[config.mk]
export PLATFORM = sky130hd
export DESIGN_NAME = mqs_axi4_pipeline_otl
export DESIGN_NICKNAME = d
export VERILOG_FILES = /design/src/rtl/mqs_axi4_pipeline_otl.sv
export SDC_FILE = /design/constraint.sdc
export NUM_CORES = 1
export LEC_CHECK = 0
export ABC_AREA = 1
export CELL_PAD_IN_SITES_DETAIL_PLACEMENT = 1
export CELL_PAD_IN_SITES_GLOBAL_PLACEMENT = 1
export CORE_AREA = 2 2 298 300
export CTS_CLUSTER_SIZE = 28
export DETAILED_ROUTE_END_ITERATION = 16
export DIE_AREA = 0 0 300 302
export PLACE_DENSITY_LB_ADDON = 0.05
export SKIP_CTS_REPAIR_TIMING = 1
export SYNTH_ARGS = -nofsm -noshare
export SYNTH_HDL_FRONTEND = slang
export SYNTH_SLANG_ARGS = --single-unit
[constraint.sdc]
create_clock -name ACLK -period 5.7 [get_ports ACLK]
set_clock_uncertainty 0.2 [all_clocks]
set_input_delay 0.57 -clock ACLK [delete_from_list [all_inputs] [get_ports ACLK]]
set_output_delay 0.57 -clock ACLK [all_outputs]
set_load 0.02 [all_outputs]
[src/rtl/mqs_axi4_pipeline_otl.sv]
// mqs_axi4_pipeline_otl
// AXI4 register-slice pipeline with a per-channel stage count and a
// write/read outstanding-burst limiter.
//
// Ports:
//   ACLK, ARESET          clock, synchronous active-high reset
//   mst_AW*/W*/AR*        request channels from the master (READY out)
//   mst_B*/R*             response channels to the master (READY in)
//   slv_AW*/W*/AR*        request channels to the slave (READY in)
//   slv_B*/R*             response channels from the slave (READY out)
//   wr_outstanding        write bursts in flight (AW accepted, B not yet returned)
//   rd_outstanding        read bursts in flight (AR accepted, RLAST not yet returned)
//   protocol_err          sticky: a B or RLAST arrived with nothing outstanding
//   quiesce_req/ack       only when MQS_AXI4_PIPE_QUIESCE_EN is defined
//
// Build option: MQS_AXI4_PIPE_QUIESCE_EN adds the quiesce handshake.

// Two-entry skid slice. in_ready is a flop, so it never depends
// combinationally on out_ready; two entries keep 1 beat/cycle under that.
module mqs_axi4_pipeline_otl_slice #(
  parameter int W = 8
) (
  input  logic         clk,
  input  logic         rst,
  input  logic         in_valid,
  output logic         in_ready,
  input  logic [W-1:0] in_data,
  output logic         out_valid,
  input  logic         out_ready,
  output logic [W-1:0] out_data,
  output logic         empty
);
  logic [W-1:0] mem_q [2];
  logic         wr_ptr_q, rd_ptr_q;
  logic [1:0]   cnt_q, cnt_d;
  logic         rdy_q;
  logic         push, pop;

  assign push      = in_valid && rdy_q;
  assign pop       = out_valid && out_ready;
  assign out_valid = (cnt_q != 2'd0);
  assign out_data  = mem_q[rd_ptr_q];
  assign in_ready  = rdy_q;
  assign empty     = (cnt_q == 2'd0);

  always_comb begin
    cnt_d = cnt_q + {1'b0, push} - {1'b0, pop};
  end

  always_ff @(posedge clk) begin
    if (rst) begin
      cnt_q    <= 2'd0;
      wr_ptr_q <= 1'b0;
      rd_ptr_q <= 1'b0;
      rdy_q    <= 1'b0;
    end else begin
      cnt_q <= cnt_d;
      rdy_q <= (cnt_d != 2'd2);
      if (push) wr_ptr_q <= ~wr_ptr_q;
      if (pop)  rd_ptr_q <= ~rd_ptr_q;
    end
  end

  // Payload storage needs no reset: it is only observed while cnt_q != 0.
  always_ff @(posedge clk) begin
    if (push) mem_q[wr_ptr_q] <= in_data;
  end
endmodule

// Chain of STAGES slices; STAGES = 0 is a wire, qualified by live so
// nothing is presented or accepted while in reset.
module mqs_axi4_pipeline_otl_chain #(
  parameter int W      = 8,
  parameter int STAGES = 1
) (
  input  logic         clk,
  input  logic         rst,
  input  logic         live,
  input  logic         in_valid,
  output logic         in_ready,
  input  logic [W-1:0] in_data,
  output logic         out_valid,
  input  logic         out_ready,
  output logic [W-1:0] out_data,
  output logic         empty
);
  if (STAGES == 0) begin : g_pass
    assign out_valid = in_valid & live;
    assign in_ready  = out_ready & live;
    assign out_data  = in_data;
    assign empty     = 1'b1;
  end else begin : g_slices
    logic [STAGES:0]   v;
    logic [STAGES:0]   r;
    logic [W-1:0]      d [STAGES+1];
    logic [STAGES-1:0] e;

    assign v[0]      = in_valid & live;
    assign d[0]      = in_data;
    assign in_ready  = r[0] & live;
    assign r[STAGES] = out_ready;
    assign out_valid = v[STAGES];
    assign out_data  = d[STAGES];
    assign empty     = &e;

    for (genvar i = 0; i < STAGES; i++) begin : g_s
      mqs_axi4_pipeline_otl_slice #(.W(W)) u_slice (
        .clk      (clk),
        .rst      (rst),
        .in_valid (v[i]),
        .in_ready (r[i]),
        .in_data  (d[i]),
        .out_valid(v[i+1]),
        .out_ready(r[i+1]),
        .out_data (d[i+1]),
        .empty    (e[i])
      );
    end
  end
endmodule

module mqs_axi4_pipeline_otl #(
  parameter int ADDR_WIDTH         = 64,
  parameter int DATA_WIDTH         = 64,
  parameter int ID_WIDTH           = 8,
  parameter int USER_WIDTH         = 1,
  parameter int AW_STAGES          = 1,
  parameter int W_STAGES           = 1,
  parameter int B_STAGES           = 1,
  parameter int AR_STAGES          = 1,
  parameter int R_STAGES           = 1,
  parameter int MAX_WR_OUTSTANDING = 8,
  parameter int MAX_RD_OUTSTANDING = 8
) (
  input  logic                    ACLK,
  input  logic                    ARESET,
`ifdef MQS_AXI4_PIPE_QUIESCE_EN
  input  logic                    quiesce_req,
  output logic                    quiesce_ack,
`endif
  input  logic [ID_WIDTH-1:0]     mst_AWID,
  input  logic [ADDR_WIDTH-1:0]   mst_AWADDR,
  input  logic [7:0]              mst_AWLEN,
  input  logic [2:0]              mst_AWSIZE,
  input  logic [1:0]              mst_AWBURST,
  input  logic [1:0]              mst_AWLOCK,
  input  logic [3:0]              mst_AWCACHE,
  input  logic [2:0]              mst_AWPROT,
  input  logic [3:0]              mst_AWQOS,
  input  logic [3:0]              mst_AWREGION,
  input  logic [USER_WIDTH-1:0]   mst_AWUSER,
  input  logic                    mst_AWVALID,
  output logic                    mst_AWREADY,
  input  logic [DATA_WIDTH-1:0]   mst_WDATA,
  input  logic [DATA_WIDTH/8-1:0] mst_WSTRB,
  input  logic                    mst_WLAST,
  input  logic [USER_WIDTH-1:0]   mst_WUSER,
  input  logic                    mst_WVALID,
  output logic                    mst_WREADY,
  output logic [ID_WIDTH-1:0]     mst_BID,
  output logic [1:0]              mst_BRESP,
  output logic [USER_WIDTH-1:0]   mst_BUSER,
  output logic                    mst_BVALID,
  input  logic                    mst_BREADY,
  input  logic [ID_WIDTH-1:0]     mst_ARID,
  input  logic [ADDR_WIDTH-1:0]   mst_ARADDR,
  input  logic [7:0]              mst_ARLEN,
  input  logic [2:0]              mst_ARSIZE,
  input  logic [1:0]              mst_ARBURST,
  input  logic [1:0]              mst_ARLOCK,
  input  logic [3:0]              mst_ARCACHE,
  input  logic [2:0]              mst_ARPROT,
  input  logic [3:0]              mst_ARQOS,
  input  logic [3:0]              mst_ARREGION,
  input  logic [USER_WIDTH-1:0]   mst_ARUSER,
  input  logic                    mst_ARVALID,
  output logic                    mst_ARREADY,
  output logic [ID_WIDTH-1:0]     mst_RID,
  output logic [DATA_WIDTH-1:0]   mst_RDATA,
  output logic [1:0]              mst_RRESP,
  output logic                    mst_RLAST,
  output logic [USER_WIDTH-1:0]   mst_RUSER,
  output logic                    mst_RVALID,
  input  logic                    mst_RREADY,
  output logic [ID_WIDTH-1:0]     slv_AWID,
  output logic [ADDR_WIDTH-1:0]   slv_AWADDR,
  output logic [7:0]              slv_AWLEN,
  output logic [2:0]              slv_AWSIZE,
  output logic [1:0]              slv_AWBURST,
  output logic [1:0]              slv_AWLOCK,
  output logic [3:0]              slv_AWCACHE,
  output logic [2:0]              slv_AWPROT,
  output logic [3:0]              slv_AWQOS,
  output logic [3:0]              slv_AWREGION,
  output logic [USER_WIDTH-1:0]   slv_AWUSER,
  output logic                    slv_AWVALID,
  input  logic                    slv_AWREADY,
  output logic [DATA_WIDTH-1:0]   slv_WDATA,
  output logic [DATA_WIDTH/8-1:0] slv_WSTRB,
  output logic                    slv_WLAST,
  output logic [USER_WIDTH-1:0]   slv_WUSER,
  output logic                    slv_WVALID,
  input  logic                    slv_WREADY,
  input  logic [ID_WIDTH-1:0]     slv_BID,
  input  logic [1:0]              slv_BRESP,
  input  logic [USER_WIDTH-1:0]   slv_BUSER,
  input  logic                    slv_BVALID,
  output logic                    slv_BREADY,
  output logic [ID_WIDTH-1:0]     slv_ARID,
  output logic [ADDR_WIDTH-1:0]   slv_ARADDR,
  output logic [7:0]              slv_ARLEN,
  output logic [2:0]              slv_ARSIZE,
  output logic [1:0]              slv_ARBURST,
  output logic [1:0]              slv_ARLOCK,
  output logic [3:0]              slv_ARCACHE,
  output logic [2:0]              slv_ARPROT,
  output logic [3:0]              slv_ARQOS,
  output logic [3:0]              slv_ARREGION,
  output logic [USER_WIDTH-1:0]   slv_ARUSER,
  output logic                    slv_ARVALID,
  input  logic                    slv_ARREADY,
  input  logic [ID_WIDTH-1:0]     slv_RID,
  input  logic [DATA_WIDTH-1:0]   slv_RDATA,
  input  logic [1:0]              slv_RRESP,
  input  logic                    slv_RLAST,
  input  logic [USER_WIDTH-1:0]   slv_RUSER,
  input  logic                    slv_RVALID,
  output logic                    slv_RREADY,
  output logic [$clog2(MAX_WR_OUTSTANDING+1)-1:0] wr_outstanding,
  output logic [$clog2(MAX_RD_OUTSTANDING+1)-1:0] rd_outstanding,
  output logic                    protocol_err
);
  localparam int AX_W  = ID_WIDTH + ADDR_WIDTH + 8 + 3 + 2 + 2 + 4 + 3 + 4 + 4 + USER_WIDTH;
  localparam int W_W   = DATA_WIDTH + DATA_WIDTH/8 + 1 + USER_WIDTH;
  localparam int B_W   = ID_WIDTH + 2 + USER_WIDTH;
  localparam int R_W   = ID_WIDTH + DATA_WIDTH + 2 + 1 + USER_WIDTH;
  localparam int WR_CW = $clog2(MAX_WR_OUTSTANDING+1);
  localparam int RD_CW = $clog2(MAX_RD_OUTSTANDING+1);
  localparam logic [WR_CW-1:0] WR_MAX = WR_CW'(MAX_WR_OUTSTANDING);
  localparam logic [RD_CW-1:0] RD_MAX = RD_CW'(MAX_RD_OUTSTANDING);

  logic             live_q;
  logic             hold_req;
  logic             aw_allow, ar_allow;
  logic             aw_in_ready, ar_in_ready;
  logic             aw_hs, b_hs, ar_hs, rlast_hs;
  logic [WR_CW-1:0] wr_cnt_q, wr_cnt_d;
  logic [RD_CW-1:0] rd_cnt_q, rd_cnt_d;
  logic             wr_err, rd_err, perr_q;
  logic             aw_empty, w_empty, b_empty, ar_empty, r_empty;
  logic             slices_idle;
  logic [AX_W-1:0]  aw_out, ar_out;
  logic [W_W-1:0]   w_out;
  logic [B_W-1:0]   b_out;
  logic [R_W-1:0]   r_out;

  // live_q holds pass-through channels quiet during reset, matching the slices.
  always_ff @(posedge ACLK) begin
    if (ARESET) live_q <= 1'b0;
    else        live_q <= 1'b1;
  end

`ifdef MQS_AXI4_PIPE_QUIESCE_EN
  assign hold_req = quiesce_req;
`else
  assign hold_req = 1'b0;
`endif

  // Gating uses the registered counts so the limit never adds a ready->ready path.
  assign aw_allow    = (wr_cnt_q < WR_MAX) && !hold_req;
  assign ar_allow    = (rd_cnt_q < RD_MAX) && !hold_req;
  assign mst_AWREADY = aw_in_ready && aw_allow;
  assign mst_ARREADY = ar_in_ready && ar_allow;

  mqs_axi4_pipeline_otl_chain #(.W(AX_W), .STAGES(AW_STAGES)) u_aw (
    .clk(ACLK), .rst(ARESET), .live(live_q),
    .in_valid(mst_AWVALID && aw_allow), .in_ready(aw_in_ready),
    .in_data({mst_AWID, mst_AWADDR, mst_AWLEN, mst_AWSIZE, mst_AWBURST, mst_AWLOCK,
              mst_AWCACHE, mst_AWPROT, mst_AWQOS, mst_AWREGION, mst_AWUSER}),
    .out_valid(slv_AWVALID), .out_ready(slv_AWREADY), .out_data(aw_out), .empty(aw_empty)
  );
  assign {slv_AWID, slv_AWADDR, slv_AWLEN, slv_AWSIZE, slv_AWBURST, slv_AWLOCK,
          slv_AWCACHE, slv_AWPROT, slv_AWQOS, slv_AWREGION, slv_AWUSER} = aw_out;

  mqs_axi4_pipeline_otl_chain #(.W(W_W), .STAGES(W_STAGES)) u_w (
    .clk(ACLK), .rst(ARESET), .live(live_q),
    .in_valid(mst_WVALID), .in_ready(mst_WREADY),
    .in_data({mst_WDATA, mst_WSTRB, mst_WLAST, mst_WUSER}),
    .out_valid(slv_WVALID), .out_ready(slv_WREADY), .out_data(w_out), .empty(w_empty)
  );
  assign {slv_WDATA, slv_WSTRB, slv_WLAST, slv_WUSER} = w_out;

  mqs_axi4_pipeline_otl_chain #(.W(B_W), .STAGES(B_STAGES)) u_b (
    .clk(ACLK), .rst(ARESET), .live(live_q),
    .in_valid(slv_BVALID), .in_ready(slv_BREADY),
    .in_data({slv_BID, slv_BRESP, slv_BUSER}),
    .out_valid(mst_BVALID), .out_ready(mst_BREADY), .out_data(b_out), .empty(b_empty)
  );
  assign {mst_BID, mst_BRESP, mst_BUSER} = b_out;

  mqs_axi4_pipeline_otl_chain #(.W(AX_W), .STAGES(AR_STAGES)) u_ar (
    .clk(ACLK), .rst(ARESET), .live(live_q),
    .in_valid(mst_ARVALID && ar_allow), .in_ready(ar_in_ready),
    .in_data({mst_ARID, mst_ARADDR, mst_ARLEN, mst_ARSIZE, mst_ARBURST, mst_ARLOCK,
              mst_ARCACHE, mst_ARPROT, mst_ARQOS, mst_ARREGION, mst_ARUSER}),
    .out_valid(slv_ARVALID), .out_ready(slv_ARREADY), .out_data(ar_out), .empty(ar_empty)
  );
  assign {slv_ARID, slv_ARADDR, slv_ARLEN, slv_ARSIZE, slv_ARBURST, slv_ARLOCK,
          slv_ARCACHE, slv_ARPROT, slv_ARQOS, slv_ARREGION, slv_ARUSER} = ar_out;

  mqs_axi4_pipeline_otl_chain #(.W(R_W), .STAGES(R_STAGES)) u_r (
    .clk(ACLK), .rst(ARESET), .live(live_q),
    .in_valid(slv_RVALID), .in_ready(slv_RREADY),
    .in_data({slv_RID, slv_RDATA, slv_RRESP, slv_RLAST, slv_RUSER}),
    .out_valid(mst_RVALID), .out_ready(mst_RREADY), .out_data(r_out), .empty(r_empty)
  );
  assign {mst_RID, mst_RDATA, mst_RRESP, mst_RLAST, mst_RUSER} = r_out;

  // Bursts are counted at the master side, where they enter and leave the block.
  assign aw_hs    = mst_AWVALID && mst_AWREADY;
  assign b_hs     = mst_BVALID && mst_BREADY;
  assign ar_hs    = mst_ARVALID && mst_ARREADY;
  assign rlast_hs = mst_RVALID && mst_RREADY && mst_RLAST;

  always_comb begin
    wr_cnt_d = wr_cnt_q;
    wr_err   = 1'b0;
    if (aw_hs && !b_hs) begin
      wr_cnt_d = wr_cnt_q + WR_CW'(1);
    end else if (!aw_hs && b_hs) begin
      if (wr_cnt_q == '0) wr_err   = 1'b1;
      else                wr_cnt_d = wr_cnt_q - WR_CW'(1);
    end
  end

  always_comb begin
    rd_cnt_d = rd_cnt_q;
    rd_err   = 1'b0;
    if (ar_hs && !rlast_hs) begin
      rd_cnt_d = rd_cnt_q + RD_CW'(1);
    end else if (!ar_hs && rlast_hs) begin
      if (rd_cnt_q == '0) rd_err   = 1'b1;
      else                rd_cnt_d = rd_cnt_q - RD_CW'(1);
    end
  end

  always_ff @(posedge ACLK) begin
    if (ARESET) begin
      wr_cnt_q <= '0;
      rd_cnt_q <= '0;
      perr_q   <= 1'b0;
    end else begin
      wr_cnt_q <= wr_cnt_d;
      rd_cnt_q <= rd_cnt_d;
      perr_q   <= perr_q | wr_err | rd_err;
    end
  end

  assign wr_outstanding = wr_cnt_q;
  assign rd_outstanding = rd_cnt_q;
  assign protocol_err   = perr_q;
  assign slices_idle    = aw_empty && w_empty && b_empty && ar_empty && r_empty;

`ifdef MQS_AXI4_PIPE_QUIESCE_EN
  logic ack_q;
  always_ff @(posedge ACLK) begin
    if (ARESET) ack_q <= 1'b0;
    else        ack_q <= quiesce_req && (wr_cnt_q == '0) && (rd_cnt_q == '0) && slices_idle;
  end
  assign quiesce_ack = ack_q;
`else
  // Slice occupancy only matters to the quiesce handshake.
  logic idle_unused;
  assign idle_unused = slices_idle;
`endif
endmodule
---- After elaboration in Yosys (flattened, before gate mapping) ----
Memories as Yosys holds them, arrays and structs flattened. A register that Yosys moved wholly into a read port is not among the register bits.
Cells that the tools add are included.
cells by class
  add/sub/neg operators ................... 14
  magnitude comparators ................... 2
  equality and inequality tests ........... 7
  muxes and demuxes ....................... 33
  bitwise gates (word level) .............. 22
  reductions and logical operators ........ 36
operators with widths
  cell                                               number
  two-way mux 1 bit                                  27
  two-way mux 4 bit                                  6
  logical AND 1 bit                                  21
  != test 2 bit, second input constant               7
  nonzero test 2 bit                                 7
  adder 2 x 1 -> 2 bit                               5
  AND 1 bit                                          10
  NOT 1 bit                                          10
  subtractor 2 x 1 -> 2 bit                          5
  adder 4 x 1 -> 4 bit, second input constant        2
  zero test 4 bit                                    2
  less-than comparator 4 bit, second input constant  2
  subtractor 4 x 1 -> 4 bit, second input constant   2
  zero test 1 bit                                    4
  AND reduction 2 bit                                2
  bitwise OR 1 bit                                   2
storage, ports and cells
  register bits after elaboration ......... 35
  RAM bits ................................ 734
  bits of input ports ..................... 379
  output and inout port bits .............. 386
  word-level logic and storage cells ...... 143
  memories ................................ 5
memories
  name                                words  width  rd ports  clocked after Yosys merged registers in  wr ports  line  source
  u_ar.g_slices.g_s[0].u_slice.mem_q  2      103    1         1                                        1         33    logic [W-1:0] mem_q [2];
  u_aw.g_slices.g_s[0].u_slice.mem_q  2      103    1         1                                        1         33
  u_r.g_slices.g_s[0].u_slice.mem_q   2      76     1         1                                        1         33
  u_w.g_slices.g_s[0].u_slice.mem_q   2      74     1         1                                        1         33
  u_b.g_slices.g_s[0].u_slice.mem_q   2      11     1         1                                        1         33

---- Logic depth before layout (Yosys ltp) ----
  depth after elaboration ................. 9
  depth in mapped cells ................... 14
  depth with buffers taken out ............ 14

---- By module ----
From an unflattened synthesis, not the netlist that was laid out.
second synthesis, totals
  cells, all modules ...................... 1467
  area, all modules ....................... 29121.7 um^2
by module, submodules not included
  module                                                          times used  cells an instance  area each (um^2)  seq. area each (um^2)
  mqs_axi4_pipeline_otl_slice (u_ar.g_slices.g_s[0].u_slice ...)  2           361                7718.7            6306.0
  mqs_axi4_pipeline_otl_slice (u_r.g_slices.g_s[0].u_slice)       1           277                5909.4            4684.5
  mqs_axi4_pipeline_otl_slice (u_w.g_slices.g_s[0].u_slice)       1           271                5858.1            4564.4
  mqs_axi4_pipeline_otl_slice (u_b.g_slices.g_s[0].u_slice)       1           75                 1096.1            780.7
  mqs_axi4_pipeline_otl                                           1           102                745.7             200.2
  mqs_axi4_pipeline_otl_chain                                     5           4                  15.0              0.0

---- Worst setup path after synthesis ----
Ideal clock, no wire load.
  path type ............................... register to register
  start ................................... reg rd_cnt_q[3] (netlist: rd_outstanding[3])
  end ..................................... mem u_ar.g_slices.g_s[0].u_slice.mem_q[0][0] (netlist name), enable pin
  setup time .............................. 0.566 ns
  data arrival time ....................... 5.183 ns
  data required time ...................... 4.934 ns
  setup slack ............................. -0.249 ns
  stages on the path, launching flop included .. 4
  path buffers ............................ 0
  clock period less this slack ............ 5.949 ns
  path through ............................ dfxtp_1 -> nor2_2 -> nand2_1 -> nor2_1
on the way
  cells in the longest elaborated chain, start to end .. 6
ends and longest elaborated chain
  element                                  line  source
  from (decl)                              248   logic [RD_CW-1:0] rd_cnt_q, rd_cnt_d;
  from (signal assigned)                   354   rd_cnt_q <= rd_cnt_d;
  less-than comparator 4 bit               271   assign ar_allow = (rd_cnt_q < RD_MAX) && !hold_req;
  logical AND 1 bit                        303   .in_valid(mst_ARVALID && ar_allow), .in_ready(ar_in_ready),
  AND 1 bit                                98    assign v[0] = in_valid & live;
  logical AND 1 bit                        39    assign push = in_valid && rdy_q;
  two-way mux 1 bit                        66    if (push) mem_q[wr_ptr_q] <= in_data;
  two-way mux 1 bit (not written as such)  66
  to (decl)                                33
No other way between the ends.

==> summary.json <==
{
  "run_status": {"value": "completed"},
  "start_util": {"value": 32.6, "unit": "%"},
  "worst_path_max_fanout": {"value": 66},
  "timing.critical_path.slowest_cell_delay": {"value": 960, "unit": "ps"},
  "numPortBuffers": {"value": 764},
  "avgSynthCellArea": {"value": 20.3, "unit": "um2"},
  "grt_start_max_net_pins": {"value": 104},
  "drc": {"value": 0},
  "finalWorstSetupSlack": {"value": 1760, "unit": "ps"},
  "finalNonFillerCells": {"value": 3483},
  "die_width": {"value": 300, "unit": "um"},
  "drv_slew": {"value": 0},
  "detailedPlace.worstSlack": {"value": 2340, "unit": "ps"},
  "clock_path_buffers": {"value": 3},
  "transition_time_at_the_pin_with_the_least_slew_margin": {"value": 1130, "unit": "ps"},
  "worst_ep_arrival_time": {"value": 3170, "unit": "ps"},
  "worstHoldPathType": {"value": "reg2reg"},
  "ctsHtreeMaxLevel": {"value": 3},
  "post-dp-hpwl": {"value": 60.4, "unit": "mm"},
  "core.rowCount": {"value": 109},
  "synthDistinctLibCells": {"value": 23},
  "grt_remaining_overflow": {"value": 0},
  "die_area": {"value": 90600, "unit": "um2"},
  "power_report.internal_total": {"value": 0.0122, "unit": "W"},
  "p_seq_share": {"value": 41.8, "unit": "%"},
  "synth_enable_flop_cells": {"value": 734},
  "core_area": {"value": 87600, "unit": "um2"},
  "dominantRegCellSynth": {"value": "sky130_fd_sc_hd__edfxtp_1"},
  "clkSinkCount": {"value": 774},
  "p_per_area": {"value": 425, "unit": "nW/um2"},
  "power_switching_share": {"value": 28.8, "unit": "%"},
  "first_global_vias": {"value": 17200},
  "via_per_inst": {"value": 4.49},
  "synth_top_cell_area_share": {"value": 77.2, "unit": "%"},
  "cts_root_buf": {"value": "sky130_fd_sc_hd__clkbuf_16"},
  "rsz0062_at_grt": {"value": "no"},
  "setup_violations": {"value": 0},
  "crit_chain": {"value": "buf_4 -> mux2_2 -> clkdlybuf4s50_1"},
  "grt_first_pass_wirelength": {"value": 118, "unit": "mm"},
  "synth-seq-cells": {"value": 774},
  "netlist_top_cells_count": {"value": "sky130_fd_sc_hd__edfxtp_1 (734), sky130_fd_sc_hd__mux2_2 (367), sky130_fd_sc_hd__nand2_1 (51), sky130_fd_sc_hd__inv_1 (41), sky130_fd_sc_hd__dfxtp_1 (40)"},
  "fmax": {"value": 0.254, "unit": "GHz"},
  "yosysMostFrequentCell": {"value": "sky130_fd_sc_hd__edfxtp_1"},
  "worst_setup_path_end_kind": {"value": "output port"},
  "synth_fp_nets": {"value": 1803},
  "grt_antenna_before_repair": {"value": 34},
  "global_route.usage.total": {"value": 18.1, "unit": "%"},
  "fin_crit_sh": {"value": 69.1, "unit": "%"},
  "antenna_left": {"value": 0},
  "wire_per_inst": {"value": 24.1, "unit": "um"},
  "timing.critical_path.max_delay_family": {"value": "buffers and inverters"},
  "drt_pass1_iterations": {"value": 7},
  "ff2ff_path_depth": {"value": 10},
  "worstSetupStartpointType": {"value": "register"},
  "dr_total_vias": {"value": 15600},
  "vdd_drop_max": {"value": 0.000269, "unit": "V"},
  "place.gp.congestion": {"value": 0.837},
  "synth_sequential_area_ratio": {"value": 80.1, "unit": "%"},
  "drtIter0Drc": {"value": 782},
  "num-nets-final": {"value": 2629},
  "synth_warnings": {"value": 0},
  "switchingPower": {"value": 0.00493, "unit": "W"},
  "timing.slew.headroom": {"value": 24.9, "unit": "%"},
  "synthTopCellsByArea": {"value": "sky130_fd_sc_hd__edfxtp_1 (77%), sky130_fd_sc_hd__mux2_2 (14%), sky130_fd_sc_hd__dfxtp_1 (2.8%), sky130_fd_sc_hd__buf_6 (0.83%), sky130_fd_sc_hd__ha_1 (0.79%)"},
  "design.portCount": {"value": 765},
  "timing.hold.worst_path_depth": {"value": 1},
  "clock_latency": {"value": 620, "unit": "ps"},
  "area_growth_syn_to_layout": {"value": 41.3, "unit": "%"},
  "timing_hold_violations_final": {"value": 0},
  "worst-endpoint-required": {"value": 4930, "unit": "ps"},
  "synthesis.area": {"value": 28500, "unit": "um2"},
  "worst-path-buf-inv": {"value": 2},
  "finalWirelength": {"value": 84.0, "unit": "mm"},
  "netlist.top_cell.by_area": {"value": "sky130_fd_sc_hd__edfxtp_1"},
  "placed_cells": {"value": 3305},
  "path_depth": {"value": 3},
  "p_leak": {"value": 13.4, "unit": "nW"},
  "cts_tree": {"value": "yes"},
  "postSynth.asyncResetShare": {"value": 0, "unit": "%"},
  "clkSlewWorstSetupHoldPaths": {"value": 50, "unit": "ps"},
  "total_cts_buffers": {"value": 88},
  "fp.dieH": {"value": 302, "unit": "um"},
  "period_needed": {"value": 3940, "unit": "ps"},
  "max-cap-violations": {"value": 0},
  "critPathKind": {"value": "reg2out"},
  "power.share.combinational": {"value": 26.6, "unit": "%"},
  "final.hold.worst_slack": {"value": 247, "unit": "ps"},
  "nFillCells": {"value": 8392},
  "synthCells": {"value": 1404},
  "cpMaxStageDelayCell": {"value": "sky130_fd_sc_hd__dfxtp_4"},
  "final_layout_size_suffix_gt1_share": {"value": 22.6, "unit": "%"},
  "power_frac_clock": {"value": 31.6, "unit": "%"}
}
per-layer routing:
layer | vias to the layer above | global-route usage (%) | wire length [um]
li1 | 7105 | - | -
met1 | 7792 | 17.7 | 27900
met2 | 511 | 32.5 | 44900
met3 | 191 | 7.25 | 7000
met4 | 26 | 9.67 | 4010
met5 | - | 0 | 170
cell families (layout without fill, tap and decap cells):
kind of cell / Yosys count / after routing / synth area share [%]
DFF: 774 / 774 / 80.1
and+or+nand+nor: 100 / 100 / 1.44
other: 0 / 21 / 0
xor gates and xnor gates: 12 / 12 / 0.368
muxes: 367 / 367 / 14.5
adders and majority gates: 20 / 20 / 0.930
buffers and inverters: 83 / 976 / 1.79
AOI/OAI and AO/OA: 48 / 48 / 0.930
cell usage in the layout, fill, tap and decap left out, types with 4 or more instances in the layout:
cell | netlist | final
sky130_fd_sc_hd__dfxtp_1 | 40 | 36
sky130_fd_sc_hd__o21bai_1 | 4 | 4
sky130_fd_sc_hd__edfxtp_1 | 734 | 734
sky130_fd_sc_hd__inv_1 | 41 | 41
sky130_fd_sc_hd__xor2_1 | 7 | 7
sky130_fd_sc_hd__nor2_4 | 0 | 8
sky130_fd_sc_hd__dfxtp_4 | 0 | 4
sky130_fd_sc_hd__buf_4 | 7 | 12
sky130_fd_sc_hd__clkbuf_1 | 2 | 23
sky130_fd_sc_hd__nand2_1 | 51 | 51
sky130_fd_sc_hd__clkbuf_16 | 0 | 89
sky130_fd_sc_hd__bufinv_16 | 0 | 4
sky130_fd_sc_hd__o21a_1 | 6 | 6
sky130_fd_sc_hd__clkinv_2 | 0 | 6
sky130_fd_sc_hd__nand3_1 | 4 | 4
sky130_fd_sc_hd__a21oi_1 | 27 | 27
sky130_fd_sc_hd__o21ai_0 | 11 | 11
sky130_fd_sc_hd__nor2_1 | 33 | 25
sky130_fd_sc_hd__ha_1 | 18 | 18
sky130_fd_sc_hd__diode_2 | 0 | 21
sky130_fd_sc_hd__clkbuf_8 | 0 | 10
sky130_fd_sc_hd__clkinv_1 | 0 | 17
sky130_fd_sc_hd__clkdlybuf4s50_1 | 0 | 764
sky130_fd_sc_hd__mux2_2 | 367 | 367
sky130_fd_sc_hd__xnor2_1 | 5 | 5
sky130_fd_sc_hd__or2_2 | 7 | 7
state kept, by name, summed over array words and instances (netlist names), 2 cells and up, named ones only:
signal                           cells
rd_outstanding                       4
u_ar.g_slices.g_s.u_slice.cnt_q      2
u_ar.g_slices.g_s.u_slice.mem_q    206
u_aw.g_slices.g_s.u_slice.cnt_q      2
u_aw.g_slices.g_s.u_slice.mem_q    206
u_b.g_slices.g_s.u_slice.cnt_q       2
u_b.g_slices.g_s.u_slice.mem_q      22
u_r.g_slices.g_s.u_slice.cnt_q       2
u_r.g_slices.g_s.u_slice.mem_q     152
u_w.g_slices.g_s.u_slice.cnt_q       2
u_w.g_slices.g_s.u_slice.mem_q     148
wr_outstanding                       4
path summary, 6_finish.rpt:
check / to / slack [ps] / start
worst max register to register: rd_outstanding[3]$_SDFFE_PP0P_ / 2630 / register
worst min register to register: register / 250 / u_w.g_slices.g_s[0].u_slice.rd_ptr_q$_SDFFE_PP0P_
worst min-delay path: register / 250 / u_w.g_slices.g_s[0].u_slice.rd_ptr_q$_SDFFE_PP0P_
worst max-delay path: slv_ARCACHE[3] / 1760 / register
metrics by stage:
step / total power [W] / util [%] / instance area [um2] / setup TNS, ps
6_report: 0.0171 / 46.0 / 40300 / 0
5_1_grt: 0.0179 / 46.0 / 40300 / 0
2_1_floorplan: 0.00967 / - / 28500 / -102620
4_1_cts: 0.0174 / 46.0 / 40300 / 0
3_5_place_dp: 0.0119 / 42.8 / 37500 / 0
3_3_place_gp: 0.0119 / 42.8 / 37500 / 0
power groups by stage:
stage	Clock (W)	Combinational (W)	Sequential, W
final	0.00541	0.00456	0.00716
after global routing	0.00580	0.00483	0.00724
after CTS	0.00559	0.00464	0.00719
after detailed placement	0	0.00460	0.00730
after global placement	0	0.00457	0.00728
after floorplan	0	0.00268	0.00699
layout make-up:
type	count	area [um2]	area share [%]
Clock inverter	35	319	0.792
Clock buffer	122	2450	6.08
Inverter	41	154	0.382
Antenna cell	21	52.6	0.130
Timing Repair Buffer	778	7780	19.3
Tap cell	1165	1460	3.62
Multi-Input combinational cell	547	5240	13.0
Sequential cell	774	22900	56.7
No activity file was read; power rests on OpenSTA's default activity.
